$ cat src/rtl/alu_sequencer.sv
// alu_sequencer: valid/ready front end that runs one ALU operation, or a
// chained MLO/MHI pair for a 16-bit product, and returns the sampled result.
module alu_sequencer #(
  parameter int unsigned EXEC_CYCLES = 1
) (
  input  logic        clk,
  input  logic        reset,
  // command channel
  input  logic        cmd_valid,
  output logic        cmd_ready,
  input  logic [3:0]  cmd_mode,
  input  logic [7:0]  cmd_a,
  input  logic [7:0]  cmd_b,
  input  logic        cmd_wide,
  // response channel
  output logic        rsp_valid,
  input  logic        rsp_ready,
  output logic [15:0] rsp_data,
  output logic        rsp_carry,
  output logic        rsp_zero,
  // ALU side
  output logic [7:0]  alu_a,
  output logic [7:0]  alu_b,
  output logic [3:0]  alu_mode,
  output logic        alu_ee,
  output logic        alu_eo,
  input  logic [7:0]  alu_out,
  input  logic        alu_carry,
  input  logic        alu_zero
);

  localparam int unsigned DATA_W = 8;
  localparam int unsigned MODE_W = 4;
  localparam int unsigned CNT_W  = 4;
  localparam int unsigned RSP_W  = 2 * DATA_W;

  localparam logic [MODE_W-1:0] MODE_MLO = 4'b1101;
  localparam logic [MODE_W-1:0] MODE_MHI = 4'b1110;
  localparam logic [CNT_W-1:0]  CNT_LOAD = CNT_W'(EXEC_CYCLES - 1);

  typedef enum logic [1:0] {
    IDLE    = 2'd0,
    EXEC_LO = 2'd1,
    EXEC_HI = 2'd2,
    RESP    = 2'd3
  } state_e;

  state_e              state_q, state_d;
  logic [CNT_W-1:0]    cnt_q, cnt_d;
  logic [DATA_W-1:0]   a_q, a_d;
  logic [DATA_W-1:0]   b_q, b_d;
  logic [MODE_W-1:0]   mode_q, mode_d;
  logic                wide_q, wide_d;
  logic [DATA_W-1:0]   lo_q, lo_d;
  logic                ee_q, ee_d;
  logic                rsp_valid_q, rsp_valid_d;
  logic [RSP_W-1:0]    rsp_data_q, rsp_data_d;
  logic                rsp_carry_q, rsp_carry_d;
  logic                rsp_zero_q, rsp_zero_d;

  // The ALU zero flag only covers 8 bits; the 16-bit zero is recomputed here.
  logic unused_alu_zero;
  assign unused_alu_zero = alu_zero;

  // State and datapath registers; async reset aborts any op in flight.
  always_ff @(posedge clk or negedge reset) begin
    if (!reset) begin
      state_q     <= IDLE;
      cnt_q       <= '0;
      a_q         <= '0;
      b_q         <= '0;
      mode_q      <= '0;
      wide_q      <= 1'b0;
      lo_q        <= '0;
      ee_q        <= 1'b0;
      rsp_valid_q <= 1'b0;
      rsp_data_q  <= '0;
      rsp_carry_q <= 1'b0;
      rsp_zero_q  <= 1'b0;
    end else begin
      state_q     <= state_d;
      cnt_q       <= cnt_d;
      a_q         <= a_d;
      b_q         <= b_d;
      mode_q      <= mode_d;
      wide_q      <= wide_d;
      lo_q        <= lo_d;
      ee_q        <= ee_d;
      rsp_valid_q <= rsp_valid_d;
      rsp_data_q  <= rsp_data_d;
      rsp_carry_q <= rsp_carry_d;
      rsp_zero_q  <= rsp_zero_d;
    end
  end

  // Next-state, phase counting and result capture.
  always_comb begin
    state_d     = state_q;
    cnt_d       = cnt_q;
    a_d         = a_q;
    b_d         = b_q;
    mode_d      = mode_q;
    wide_d      = wide_q;
    lo_d        = lo_q;
    rsp_data_d  = rsp_data_q;
    rsp_carry_d = rsp_carry_q;
    rsp_zero_d  = rsp_zero_q;

    case (state_q)
      IDLE: begin
        if (cmd_valid) begin
          a_d     = cmd_a;
          b_d     = cmd_b;
          wide_d  = cmd_wide;
          mode_d  = cmd_wide ? MODE_MLO : cmd_mode;
          cnt_d   = CNT_LOAD;
          state_d = EXEC_LO;
        end
      end

      EXEC_LO: begin
        if (cnt_q == '0) begin
          lo_d        = alu_out;
          rsp_carry_d = alu_carry;
          if (wide_q) begin
            // Operands stay put; only the mode flips to the high product byte.
            mode_d  = MODE_MHI;
            cnt_d   = CNT_LOAD;
            state_d = EXEC_HI;
          end else begin
            rsp_data_d = {DATA_W'(0), alu_out};
            rsp_zero_d = ~|alu_out;
            state_d    = RESP;
          end
        end else begin
          cnt_d = cnt_q - CNT_W'(1);
        end
      end

      EXEC_HI: begin
        if (cnt_q == '0) begin
          rsp_data_d  = {alu_out, lo_q};
          rsp_carry_d = alu_carry;
          rsp_zero_d  = ~|{alu_out, lo_q};
          state_d     = RESP;
        end else begin
          cnt_d = cnt_q - CNT_W'(1);
        end
      end

      RESP: begin
        if (rsp_ready) begin
          state_d = IDLE;
        end
      end

      default: begin
        state_d = IDLE;
      end
    endcase
  end

  // Enables and response valid track the state being entered so they are registered.
  always_comb begin
    ee_d        = 1'b0;
    rsp_valid_d = 1'b0;
    if ((state_d == EXEC_LO) || (state_d == EXEC_HI)) begin
      ee_d = 1'b1;
    end
    if (state_d == RESP) begin
      rsp_valid_d = 1'b1;
    end
  end

  assign cmd_ready = (state_q == IDLE);
  assign rsp_valid = rsp_valid_q;
  assign rsp_data  = rsp_data_q;
  assign rsp_carry = rsp_carry_q;
  assign rsp_zero  = rsp_zero_q;
  assign alu_a     = a_q;
  assign alu_b     = b_q;
  assign alu_mode  = mode_q;
  assign alu_ee    = ee_q;
  assign alu_eo    = ee_q;

endmodule

$ cat config.mk
export PLATFORM = sky130hd
export DESIGN_NAME = alu_sequencer
export DESIGN_NICKNAME = d
export VERILOG_FILES = /design/src/rtl/alu_sequencer.sv
export SDC_FILE = /design/constraint.sdc
export NUM_CORES = 1
export LEC_CHECK = 0
export ABC_CLOCK_PERIOD_IN_PS = 2500
export CORE_ASPECT_RATIO = 1.2
export CORE_MARGIN = 2
export CORE_UTILIZATION = 46
export CTS_CLUSTER_DIAMETER = 100
export CTS_CLUSTER_SIZE = 12
export DETAILED_ROUTE_END_ITERATION = 8
export HOLD_SLACK_MARGIN = 0.03
export MAX_ROUTING_LAYER = met4
export PLACE_DENSITY_LB_ADDON = 0.08
export SLEW_MARGIN = 10
export SYNTH_ARGS = -nofsm -noshare
export SYNTH_HDL_FRONTEND = slang
export SYNTH_SLANG_ARGS = --single-unit
$ cat constraint.sdc
create_clock -name clk -period 2.5 [get_ports clk]
set_input_delay 0.25 -clock clk [delete_from_list [all_inputs] [get_ports clk]]
set_output_delay 0.25 -clock clk [all_outputs]
set_load 0.005 [all_outputs]
==> results by group <==
Setup path
  • Most frequent CP cell: ha_1
  • R2r setup slk: 0.44 ns
  • CP max FO: 13
  • Cell Chain, Critical Path: inv_1 > ha_1 > a21boi_2 > nor2_1 > o32ai_1 > ha_1
  • Critical-path top delay cell: dfrtp_1
  • R2R Path End: alu_ee$_DFF_PN0_
  • CP arrival: 2.24 ns
  • Reg-to-Reg Start: state_q[1]$_DFF_PN0_
  • CP startpoint kind: register
  • Endpoint class of the critical path: register
  • FF-to-FF path depth: 6
  • Max incr delay on CP: 0.42 ns
  • CP Data Required Time: 2.69 ns
  • Worst setup path class: register to register

Cells and area
  • Area of the multi-input gates: 1000 sq um
  • Reg area: 1380 sq um
  • N_diodes: 0
  • Share of cells above drive strength 1: 14.7%
  • Fill cell count: 431
  • Post-route cell area: 3370 sq um
  • Fin nets: 328
  • P&R area growth vs syn: 38.3%

Power
  • Clock share of power: 12.9%
  • Total power: 4.36 mW
  • VDD IR max: 0.607 mV
  • Gate power share: 51.1%
  • Total leakage power: 1.45 nW
  • P_sw: 1.50 mW
  • Sequential Power Share: 36.0%
  • Switch share: 34.4%
  • Internal: 2.86 mW
  • Pwr/cell area: 1290 nW/um^2

Clock tree
  • Worst-Skew Late Latency: 0.30 ns
  • Num CTS Buffers: 5
  • H-tree depth: 2
  • Resized Gates After CTS: 0
  • CTS tree: yes
  • Clk slew on worst S/H paths: 0.09 ns
  • Clock sink count: 55
  • Postcts setup bufs: 0
  • CTS root buffer: clkbuf_8
  • # hold bufs at CTS: 1
  • Maximum root-to-sink buffer count: 2

Timing
  • Final setup fails: 0
  • Fmax: 0.486 GHz
  • Final critical-path share of the clock period: 82.3%
  • Tmin final: 2.06 ns
  • Final Hold Fails: 0
  • Skew final: 0.00423 ns
  • Setup_tns: 0 ns
  • Worst Max-Slew Pin Slew: 0.776 ns
  • Rel. slew slack: 48.2%
  • RSZ-0062 raised after global routing: no
  • Slew Viols, Final: 0

Global route
  • GRT Util Overall: 19.0%
  • Initial antenna violation count: 0
  • First-pass GRT wire length: 8830 microns
  • Vias in the first global route: 1928
  • Largest net degree at the start of global routing: 35
  • Gr ovfl total: 0

Die
  • Die Y: 83.8 microns
  • Chip Width: 70.5 microns
  • Starting Density: 47.0%
  • Floorplan row count: 29
  • Num ports: 77
  • Die ar.: 5900 sq um
  • Core area: 5190 sq um

Route
  • Routed Antenna Nets: 0
  • DRT Pass-1 Iters: 4
  • Vias/cell: 5.14
  • DR WL/cell: 14.4 microns
  • DR iter-0 viols: 74
  • DRC errors left: 0
  • Total Routed Length: 4980 microns
  • Via Count: 1784

Status
  • Status: completed

Synth
  • Cell taking the most area after synthesis: dfrtp_1
  • Syn Nets: 250
  • Mapped Avg Cell Area: 11.8 sq um
  • Yosys reg bits: 55
  • Asr flop ratio synth: 100%
  • Post-synth EDFFs: 0
  • Most common cell in the netlist: dfrtp_1
  • Netlist Area Pre-Place: 2440 sq um
  • Area contributors post-synth: dfrtp_1 (56%), mux2_2 (13%), nand2_1 (5.1%)
  • Top FF cell, synth: dfrtp_1
  • Synth top cells by count: dfrtp_1 (55), nand2_1 (33), mux2_2 (28)
  • Yosys warnings: 0
  • Post-synthesis sequential area ratio: 56.4%
  • Distinct cell type count after synthesis: 29
  • Syn Inst Count: 207
  • Area share of the largest cell type after synthesis: 56.4%

Flow run
  • Max Cap Viol: 0

Place
  • Hpwl dp: 3660 microns
  • Placed instance area: 3260 sq um
  • Port Buffer Count: 75
  • Routability Congestion: 0.760

Min path
  • HP Class: input port to async pin
flip-flops by register name (all words and copies together), names as in the netlist, 2 cells and up:
name	flops
lo_q	8
alu_a	8
alu_mode	4
alu_b	8
rsp_data	16
state_q	2
cnt_q	4
cells in the final DEF (no fill, tap or decap), types with 2 or more instances in the layout:
| master | synthesis | routed |
|---|---|---|
| o32ai_1 | 2 | 2 |
| ha_1 | 8 | 8 |
| inv_1 | 6 | 6 |
| nor2_1 | 9 | 9 |
| nor4_1 | 4 | 4 |
| a21o_1 | 3 | 3 |
| clkbuf_8 | 0 | 5 |
| nor2b_1 | 3 | 3 |
| clkdlybuf4s50_1 | 0 | 74 |
| buf_4 | 1 | 2 |
| a21oi_1 | 3 | 3 |
| or3_1 | 2 | 2 |
| mux2i_1 | 9 | 9 |
| mux2_2 | 28 | 28 |
| nor3_1 | 2 | 2 |
| dfrtp_1 | 55 | 55 |
| nand2_1 | 33 | 33 |
| o21ai_0 | 22 | 22 |
how the worst max path moves through the flow:
stage	start	endpoint	cells past startpoint
global placement	state_q[1]$_DFF_PN0_	alu_ee$_DFF_PN0_	6
floorplan	state_q[0]$_DFF_PN0_	alu_ee$_DFF_PN0_	6
global route	state_q[1]$_DFF_PN0_	alu_ee$_DFF_PN0_	6
detailed placement	state_q[1]$_DFF_PN0_	alu_ee$_DFF_PN0_	6
finish	state_q[1]$_DFF_PN0_	alu_ee$_DFF_PN0_	6
CTS	state_q[1]$_DFF_PN0_	alu_ee$_DFF_PN0_	6
through the flow:
step                      cells  utilization, %  setup WS (ns)  hold slack (ns)
after floorplan             207               -          0.614          -0.0456
after global placement      339            62.8          0.523            0.310
after detailed placement    339            62.8          0.462            0.313
after CTS                   347            65.0          0.447            0.496
after global routing        347            65.0          0.304            0.506
final                       347            65.0          0.442            0.487
routing by layer:
layer	routed length (microns)	GRT usage [%]	up-vias	share of wire, %
li1	-	-	873	-
met1	2250	24.1	854	45
met2	2390	30.6	50	48
met3	268	4.83	7	5.4
met4	78	4.90	0	1.6
met5	0	-	-	0
cell families after synthesis:
logic type,after synthesis,synth area share [%]
AOI/OAI and AO/OA,36,8.98
buffers and inverters,14,2.46
and+or+nand+nor,57,11.4
DFF,55,56.4
muxes,37,16.6
adders and majority gates,8,4.10
critical path: cells and delay by family (launching register included):
family	cells	cell delay, ns
buffers and inverters	1	0.12
AO/OA/AOI/OAI	2	0.62
flip-flops	1	0.42
adder cells (fa/ha/maj)	2	0.70
AND/OR/NAND/NOR	1	0.09
area by class of cell:
type                    count  area share (%)
repair buffers             79            23.5
well taps                  62            2.30
inverters                   6           0.668
multi-input cells         138            29.7
clock inverters             1           0.891
flip-flops and latches     55            40.8
clock buffers               6            2.15
power by group through the flow:
stage / sequential, mW / combinational, mW / clock (mW)
after floorplan: 1.58 / 1.26 / 0
after global placement: 1.57 / 2.21 / 0
after global routing: 1.63 / 2.48 / 0.621
after detailed placement: 1.59 / 2.26 / 0
final: 1.57 / 2.23 / 0.563
after CTS: 1.57 / 2.27 / 0.586
Power figures use the tool's default switching activity.
==> edit, RTL diff (config.mk and constraints unchanged) <==
Change the localparam `CNT_W` from 4 to 6.
--- a/src/rtl/alu_sequencer.sv
+++ b/src/rtl/alu_sequencer.sv
@@ -33,3 +33,3 @@
   localparam int unsigned MODE_W = 4;
-  localparam int unsigned CNT_W  = 4;
+  localparam int unsigned CNT_W  = 6;
   localparam int unsigned RSP_W  = 2 * DATA_W;
Check against the original RTL: no difference found for any inputs over 10 cycles, from zero or initial values and one cycle with reset low; that may be too few to reach the edited logic, so the function may still have changed.
==> edit against the unedited design <==
Non-clock buffer count increased by 2; highest routed layer unchanged; cell area rose by 7.2%; critical endpoint is now rsp_data[7]$_DFFE_PN0P_; maximum frequency is 3.3% lower; total power is 3.4% higher; setup slack worse by 0.069 ns; sequential cell count increased by 2; area after synthesis grew 5.4%; wire length rose by 6.9%.
==> edit: results (changes against the unedited design) <==
| Metric | This run | Unit | Change |
|---|---|---|---|
| Routability-driven placement congestion ratio | 0.870 | - | +15% |
| Worst Skew | 0.00608 | ns | +0.00185 ns |
| Total wire length | 5.33 | mm | +6.9% |
| DP Area | 0.00339 | mm² | +4.1% |
| Area fraction in compound gates after synthesis | 10.7 | % | +1.7 points |
| Detailed-placement wirelength estimate | 3.93 | mm | +7.4% |
| Fraction of layout instances using a drive strength above 1 | 17.3 | % | +2.6 points |
| Aggregate global-route resource usage | 19.7 | % | +0.65 points |
| Maximum number of pins on one net before global-route repair | 32 | - | -8.6% |
| Cell at the slowest stage of the critical path | a2111o_4 | - |  |
| Share of synthesized area occupied by flip-flops and latches | 55.5 | % | -0.94 points |
| Number of global-route vias before repair | 1922 | - | -0.31% |
| Run status | completed | - |  |
| Commonest cells in the netlist | dfrtp_1, nand2_1, mux2_2, nand3_1 | - |  |
| DRT iter0 DRCs | 82 | - | +11% |
| Share of synthesized area spent on multiplexers | 14.5 | % | -2.1 points |
| Clock network latency to the later pin of the worst-skew pair | 0.34 | ns | +0.04 ns |
| First-pass GRT wire length | 9.10 | mm | +3.1% |
| Maximum fanout along the worst path | 26 | - | +13 |
| Number of nets produced by synthesis | 264 | - | +5.6% |
| Count of vias placed by the detailed router | 1991 | - | +12% |
| Adder-cell area share of the yosys netlist | 2.92 | % | -1.2 points |
| Delay of the slowest cell on the worst path | 0.63 | ns | +0.21 ns |
| Final Net Count | 348 | - | +6.1% |
| Static leakage | 1.61 | nW | +12% |
| Most area-consuming cells after synthesis | dfrtp_1, mux2_2, nand2_1 | - |  |
| Filler Cell Count | 439 | - | +1.9% |
[edit: layout make-up]
class	instances	area, µm²	area share [%]
multi-input combinational	149	1060	29.3
timing repair buffer	81	806	22.3
sequential	57	1430	39.4
clock buffer	11	131	3.63
clock inverter	5	80.1	2.21
tap	62	77.6	2.15
inverter	9	33.8	0.934
[edit: routing by layer]
metal,track usage [%],vias to the layer above,routed length [µm]
li1,-,960,-
met1,23.8,952,2290
met2,30.4,64,2640
met3,5.64,15,284
met4,8.75,0,123
met5,-,-,0
[edit: report_power, final]
part / switching, W / total, W / internal, W
combinational: 0.000916 / 0.00206 / 0.00114
clock: 0.000362 / 0.000921 / 0.000560
sequential: 0.000218 / 0.00153 / 0.00131
[edit: logic make-up after synthesis]
logic type      Yosys count
buf+inv                  17
compound gates           38
mux                      34
fa+ha+maj                 6
simple gates             71
flops                    57
[edit: path summary, 6_finish.rpt]
check / start / end / slack (ns) / cells past startpoint
worst min-delay path: reset / rsp_data[3]$_DFFE_PN0P_ / 0.47 / 2
worst max register to register: cnt_q[0]$_DFFE_PN0P_ / rsp_data[7]$_DFFE_PN0P_ / 0.37 / 6
worst min register to register: rsp_data[14]$_DFFE_PN0P_ / rsp_data[14]$_DFFE_PN0P_ / 0.47 / 2
max in group asynchronous: reset / rsp_data[7]$_DFFE_PN0P_ / 1.43 / 3
min in group clk: rsp_data[14]$_DFFE_PN0P_ / rsp_data[14]$_DFFE_PN0P_ / 0.47 / 2
worst max-delay path: cnt_q[0]$_DFFE_PN0P_ / rsp_data[7]$_DFFE_PN0P_ / 0.37 / 6
[edit: stage by stage]
step                      utilization, %  instances  hold slack [ns]  power, W  setup slack, ns
after floorplan                        -        223          -0.0456   0.00275            0.466
after global placement              63.6        357            0.309   0.00359            0.395
after detailed placement            63.6        357            0.311   0.00362            0.380
after CTS                           67.8        374            0.470   0.00456            0.371
after global routing                67.8        374            0.499   0.00483            0.277
final                               67.8        374            0.466   0.00451            0.373
